==> src/rtl/csa_pkg.sv <==
// csa_pkg: shared FSM states, default widths and the bitwise majority helper
package csa_pkg;
  typedef enum logic [1:0] {ACC, RESOLVE, DONE} state_t;
  localparam int ACC_W_DEF = 16;
  localparam int CNT_W_DEF = 9;
  function automatic logic maj3(input logic a, input logic b, input logic c);
    return (a & b) | (a & c) | (b & c);
  endfunction
endpackage

==> src/rtl/csa_vec.sv <==
// csa_vec: W-bit 3:2 compressor; s=a^b^x, cy=maj<<1, cy_msb=maj bit shifted out
module csa_vec import csa_pkg::*; #(
  parameter int W = ACC_W_DEF
) (
  input  logic [W-1:0] a,
  input  logic [W-1:0] b,
  input  logic [W-1:0] x,
  output logic [W-1:0] s,
  output logic [W-1:0] cy,
  output logic         cy_msb
);
  logic [W-1:0] m;
  for (genvar i = 0; i < W; i++) begin : g_maj
    assign m[i] = maj3(a[i], b[i], x[i]);
  end
  assign s      = a ^ b ^ x;
  assign cy     = {m[W-2:0], 1'b0};
  assign cy_msb = m[W-1];
endmodule

==> src/rtl/csa_stream_accumulator.sv <==
// csa_stream_accumulator: carry-save accumulation of an 8-bit operand stream, resolved to binary per frame
// ports: clk, rst_n (async low); in_valid/in_ready/in_data/in_last operand stream;
//        out_valid/out_ready result handshake with out_sum, out_count (saturating), out_ovf (sticky)
module csa_stream_accumulator import csa_pkg::*; #(
  parameter int ACC_W = ACC_W_DEF,
  parameter int CNT_W = CNT_W_DEF
) (
  input  logic             clk,
  input  logic             rst_n,
  input  logic             in_valid,
  output logic             in_ready,
  input  logic [7:0]       in_data,
  input  logic             in_last,
  output logic             out_valid,
  input  logic             out_ready,
  output logic [ACC_W-1:0] out_sum,
  output logic [CNT_W-1:0] out_count,
  output logic             out_ovf
);
  state_t           state, state_d;
  logic [ACC_W-1:0] s_q, c_q, x, s_n, c_n;
  logic [CNT_W-1:0] cnt;
  logic             ovf, msb;
  assign in_ready = state == ACC;
  // resolving reuses the compressor with a zero third operand: S^C and (S&C)<<1
  assign x = in_ready ? {{(ACC_W-8){1'b0}}, in_data} : '0;
  csa_vec #(.W(ACC_W)) u_csa (
    .a(s_q), .b(c_q), .x(x), .s(s_n), .cy(c_n), .cy_msb(msb)
  );
  always_comb begin
    state_d = state;
    state_d = (state == ACC && in_valid && in_last) ? RESOLVE :
              (state == RESOLVE && c_q == '0)       ? DONE    :
              (state == DONE && out_ready)          ? ACC     : state;
  end
  always_ff @(posedge clk or negedge rst_n)
    if (!rst_n) state <= ACC;
    else state <= state_d;
  always_ff @(posedge clk or negedge rst_n) begin
    if (!rst_n) begin
      s_q       <= '0;
      c_q       <= '0;
      cnt       <= '0;
      ovf       <= 1'b0;
      out_valid <= 1'b0;
      out_sum   <= '0;
      out_count <= '0;
      out_ovf   <= 1'b0;
    end else begin
      case (state)
        ACC: if (in_valid) begin
          s_q <= s_n;
          c_q <= c_n;
          ovf <= ovf | msb;
          cnt <= cnt + {{(CNT_W-1){1'b0}}, ~&cnt};
        end
        RESOLVE: if (c_q == '0) begin
          out_sum   <= s_q;
          out_count <= cnt;
          out_ovf   <= ovf;
          out_valid <= 1'b1;
        end else begin
          s_q <= s_n;
          c_q <= c_n;
          ovf <= ovf | msb;
        end
        DONE: if (out_ready) begin
          out_valid <= 1'b0;
          s_q       <= '0;
          c_q       <= '0;
          cnt       <= '0;
          ovf       <= 1'b0;
        end
        default: ;
      endcase
    end
  end
endmodule

==> config.mk <==
export PLATFORM = sky130hd
export DESIGN_NAME = csa_stream_accumulator
export DESIGN_NICKNAME = d
export VERILOG_FILES = /design/src/rtl/csa_pkg.sv /design/src/rtl/csa_vec.sv /design/src/rtl/csa_stream_accumulator.sv
export SDC_FILE = /design/constraint.sdc
export NUM_CORES = 1
export LEC_CHECK = 0
export CORE_UTILIZATION = 55
export DETAILED_ROUTE_END_ITERATION = 8
export PLACE_DENSITY = 0.79
export SYNTH_ARGS = -nofsm -noshare
export SYNTH_HDL_FRONTEND = slang
export SYNTH_SLANG_ARGS = --single-unit
export TNS_END_PERCENT = 20
==> constraint.sdc <==
create_clock -name clk -period 2.3 [get_ports clk]
set_input_delay 0.46 -clock clk [delete_from_list [all_inputs] [get_ports clk]]
set_output_delay 0.46 -clock clk [all_outputs]
set_load 0.005 [all_outputs]
# Word level (Yosys, flattened, before mapping)
# Index checks and enable logic that the tools add are counted.
# word_totals
output_inout_bits	28
elab_cells	135
in_bits	13
reg_bits	71
# classes
add_sub_neg	1
n_mux	20
n_bitwise	83
n_reduce_logical	16
eq_ne	6
# op_table
cell	count
one-hot mux 16 bit (3 select lines)	2
two-way mux 16 bit	5
OR 1 bit	33
bitwise AND 1 bit	32
two-way mux 9 bit	2
one-hot mux 9 bit (2 select lines)	1
bitwise AND 1 bit (second input constant)	16
zero test 16 bit	1
bitwise XOR 16 bit	1
bitwise XOR 16 x 8 -> 16 bit	1
adder 9 x 1 -> 9 bit	1
AND reduction 9 bit	1
two-way mux 8 bit	1
two-way mux 2 bit	3
!= test 2 bit (second input constant)	3
AND reduction 3 bit	2
nonzero test 3 bit	2
logical AND 1 bit	4
two-way mux 1 bit	4
AND reduction 4 bit	1
nonzero test 2 bit	2
one-hot mux 1 bit (3 select lines)	1
== test 2 x 1 -> 1 bit (second input constant)	1
== test 2 bit (second input constant)	1
other kinds (5)	5

# Logic depth before layout (Yosys ltp)
# depth
word_depth	7
ltp_mapped	8
depth_no_buf	8

# By module
# From an unflattened synthesis, not the netlist that was laid out.
# unflattened
hier_cells	226
area_unflattened_um2	3355.7
# modules_own_cells
mod	cells_each	seq_area_each_um2	area_per_inst_um2	n_inst
csa_stream_accumulator	208	1776.7	3024.2	1
csa_vec	18	0.0	331.6	1

# Worst setup path before layout
# OpenSTA, ideal clock, no wires.
# synth_timing
kind	reg2reg
startpoint	register state[0]
endpoint	register s_q[7]
stages_incl_launch_ff	8
arrival_ns	1.884
synth_period_minus_slack_ns	2.012
n_path_buf	2
t_required_ns	2.173
path_slack_ns	0.288
setup_time_ns	0.127
cell_sequence	dfrtp_1 -> buf_2 -> nor2_1 -> clkbuf_1 -> nand2_1 -> fa_1 -> nor2_1 -> mux2_1
# synth_between
elab_chain_cells	5
elab_cells_between_ends	13
classes_between	eq/ne: 5; mux: 4; bitwise: 1; reduce/logical: 3
# synth_lines
element	line	text
from (decl)	csa_stream_accumulator.sv:20	state_t state, state_d;
from (signal assigned)	csa_stream_accumulator.sv:38	else state <= state_d;
zero test 2 bit (*)	csa_stream_accumulator.sv:24	assign in_ready = state == ACC;
via in_ready	csa_stream_accumulator.sv:11	output logic in_ready,
two-way mux 8 bit	csa_stream_accumulator.sv:26	assign x = in_ready ? {{(ACC_W-8){1'b0}}, in_data} : '0;
bitwise XOR 16 x 8 -> 16 bit	csa_vec.sv:16	assign s = a ^ b ^ x;
two-way mux 16 bit, on equally long branches	csa_stream_accumulator.sv:57, csa_stream_accumulator.sv:51	
one-hot mux 16 bit (3 select lines)	csa_stream_accumulator.sv:50	case (state)
to (signal assigned)	csa_stream_accumulator.sv:52	s_q <= s_n;
to (signal assigned)	csa_stream_accumulator.sv:63	s_q <= s_n;
to (decl)	csa_stream_accumulator.sv:21	logic [ACC_W-1:0] s_q, c_q, x, s_n, c_n;
# The timed path passes the listed nets; every way through them passes the cells marked *. The select of a mux whose other input is x is not followed.
# A chain may end at the register's enable or synchronous reset.

# Final worst setup path
# layout_timing
startpoint	register state[1]
endpoint	output in_ready
# layout_between
elab_chain_cells	1
# layout_lines
element	line
zero test 2 bit	csa_stream_accumulator.sv:24
to (decl)	csa_stream_accumulator.sv:11
# No other way between the ends.

==> metrics.yaml <==
power:
  p_per_area_nw_per_um2: 1255
  p_leak_uw: 0.001830
  peakVddDrop_v: 0.0007282
drt:
  drt_wl_total_um: 6316
  wl_per_cell_um: 15.56
  antenna_left: 0
  vias_per_cell: 5.557
  drt_iter0_markers: 145
  vias: 2256
  drtPass1Iterations: 4
  drc: 0
die:
  fp.coreArea_sq_um: 5675
  pin_count: 41
  die_w_um: 79.82
  fp.dieH_um: 79.82
  fp.dieArea_sq_um: 6371
  rows: 27
  start_util: 0.5869
sta:
  fin_skew_ns: 0.008936
  fin_crit_ns: 2.216
  setup_viol: 0
  slew_viol_final: 0
  fmax_mhz: 451.3
  finalCritPeriodShare: 0.9634
  relSlewSlack: 0.6360
  worst_pin_slew_ns: 0.5439
  fin_tns_setup_ns: 0
  rsz0062_at_grt: "false"
  finalHoldViolCount: 0
clocking:
  clkSinkCount: 70
  hold_buffers: 0
  cts_tree: "yes"
  clockRootBuffer: "clkbuf_8"
  clk_latency_ns: 0.34
  cts_buffers: 9
  post_cts_buffers: 0
  cts_resized: 0
  clockBufferDepth: 2
  path_clk_slew_ns: 0.07
  cts_max_level: 3
worst_setup_path:
  crit_arrival_ns: 1.76
  critPathLaunch: "state[1]"
  critPathMaxFanout: 10
  cp_slowest_stage_delay_ns: 0.52
  path_buf_inv: 3
  reg2reg_from: "c_q[8]"
  required_ns: 1.84
  endpoint_kind: "output port"
  crit_family: "buffers and inverters"
  crit_slowest_cell: "clkdlybuf4s50_1"
  worst-setup-path-type: "reg2out"
  critPathMostFrequentCell: "buf_4"
  crit_chain: "buf_4 -> nor2_1 -> buf_4 -> clkdlybuf4s50_1"
  start_kind: "flop"
placed_design:
  io_buffers: 40
  place_congestion: 0.8045
  dp_cells: 390
  hpwl_um: 4214
  dpl_cell_area_sq_um: 3831
logic_synthesis:
  avgSynthCellArea_sq_um: 11.81
  ys_warn_count: 0
  synth_top_family_by_area: "simple AND/OR/NAND/NOR gates"
  ys_seq_elements: 70
  synth-xor-area-share: 0.01052
  synthMuxAreaShare: 0.1146
  synthAdderAreaFrac: 0.08340
  ys_seq_area_frac: 0.5259
  synth_compound_area_frac: 0.09316
  netlist_instances: 282
  synth_area_sq_um: 3331
  async_flop_share: 1.000
  synthesis.nets: 313
  synth_ff_type: "dfrtp_1"
  synthDistinctLibCells: 45
  synth_edf_count: 0
  synthSimpleGateAreaFrac: 0.1251
layout:
  final_cell_mix: "69 x dfrtp_1, 39 x clkdlybuf4s50_1, 34 x nand2_1"
  fin_area_sq_um: 4018
  area_delta_synth_final_pct: 20.62
  final_common_cell: "dfrtp_1"
  diodes: 0
  fillers: 401
  drive_above_1_share: 0.1826
  ff_latch_area_sq_um: 1753
  finalNonFillerCells: 406
  nNetsFinal: 360
  multiInputGateArea_sq_um: 1426
global_route:
  grt_usage: 0.2280
  grt_pass1_wl_um: 10810
  antenna_found_initial: 0
  first_global_vias: 2250
  grt_max_degree: 71
  grt_overflow: 0
worst_hold_path:
  hold_path.class: "in2async"
run_status:
  outcome: "finished, final reports clean"
run:
  cap_violations: 0
==> through the flow <==
stage | utilization | total power, uW | hold WS, ns | setup slack, ns
finish | 0.7079 | 5041 | 0.1172 | 0.08419
global route | 0.7079 | 5422 | 0.1600 | 0.02395
CTS | 0.7077 | 5113 | 0.1405 | 0.03538
detailed placement | 0.6750 | 4184 | 0.4737 | 0.1910
global placement | 0.6750 | 4076 | 0.4657 | 0.2420
floorplan | - | 3440 | 0.1644 | 0.2882
==> cell usage after synthesis (2+ instances only) <==
cell type	count	area, sq um
o31ai_1	7	52.55
buf_6	3	33.78
a32o_1	2	20.02
xnor2_1	3	26.28
nand3_1	14	70.07
ha_1	11	137.6
nand2b_1	2	12.51
nor3_1	2	10.01
o2bb2ai_1	9	78.83
nor4_1	3	18.77
and2_1	2	12.51
mux2_1	11	123.9
nand3b_1	2	15.01
clkbuf_1	5	18.77
nor2_1	16	60.06
nand4_1	2	12.51
a31oi_1	2	12.51
inv_1	14	52.55
fa_1	7	140.1
o21ai_0	6	30.03
nand2_1	34	127.6
mux2_2	22	247.7
buf_2	6	30.03
dfrtp_1	70	1752
a41o_1	2	20.02
o21ai_1	4	20.02
a21o_1	3	22.52
==> path summary, 6_finish.rpt <==
check / to / slack [ns] / cells after the start
hold reg to reg: out_sum[6] / 0.48 / 1
setup / recovery: in_ready / 0.08 / 4
hold / removal: out_sum[4] / 0.12 / 2
setup reg to reg: s_q[4] / 0.28 / 4
min in group clk: out_sum[6] / 0.48 / 1
max in group asynchronous: state[0] / 1.85 / 2
==> cells by family after synthesis <==
| kind of cell | Yosys count |
|---|---|
| AO/OA/AOI/OAI | 41 |
| multiplexers | 34 |
| AND/OR/NAND/NOR | 85 |
| adder cells (fa/ha/maj) | 18 |
| flip-flops | 70 |
| buffers and inverters | 30 |
| XOR/XNOR | 4 |
==> power by group <==
part           internal (uW)  switching [uW]
clock network            448             452
logic                   1140            1220
registers               1540             241
total                   3130            1910
==> sequential cells by signal, summed over array words and instances (netlist names) <==
register   cells
c_q           15
cnt            9
out_count      9
out_ovf        1
out_sum       16
out_valid      1
ovf            1
s_q           16
state          2
==> cell type report <==
type	count	area share
flip-flops and latches	70	0.4363
multi-input cells	182	0.3550
repair buffers	52	0.1271
clock buffers	11	0.03768
well taps	72	0.02242
inverters	14	0.01308
clock inverters	5	0.008409
==> metal layers <==
layer	vias to the layer above	GRT usage	routed length (um)
li1	1082	-	-
met1	1105	0.3061	2950
met2	53	0.3607	2994
met3	16	0.03771	218
met4	0	0.1089	153
met5	-	0	0
(Power assumes the default switching activity.)
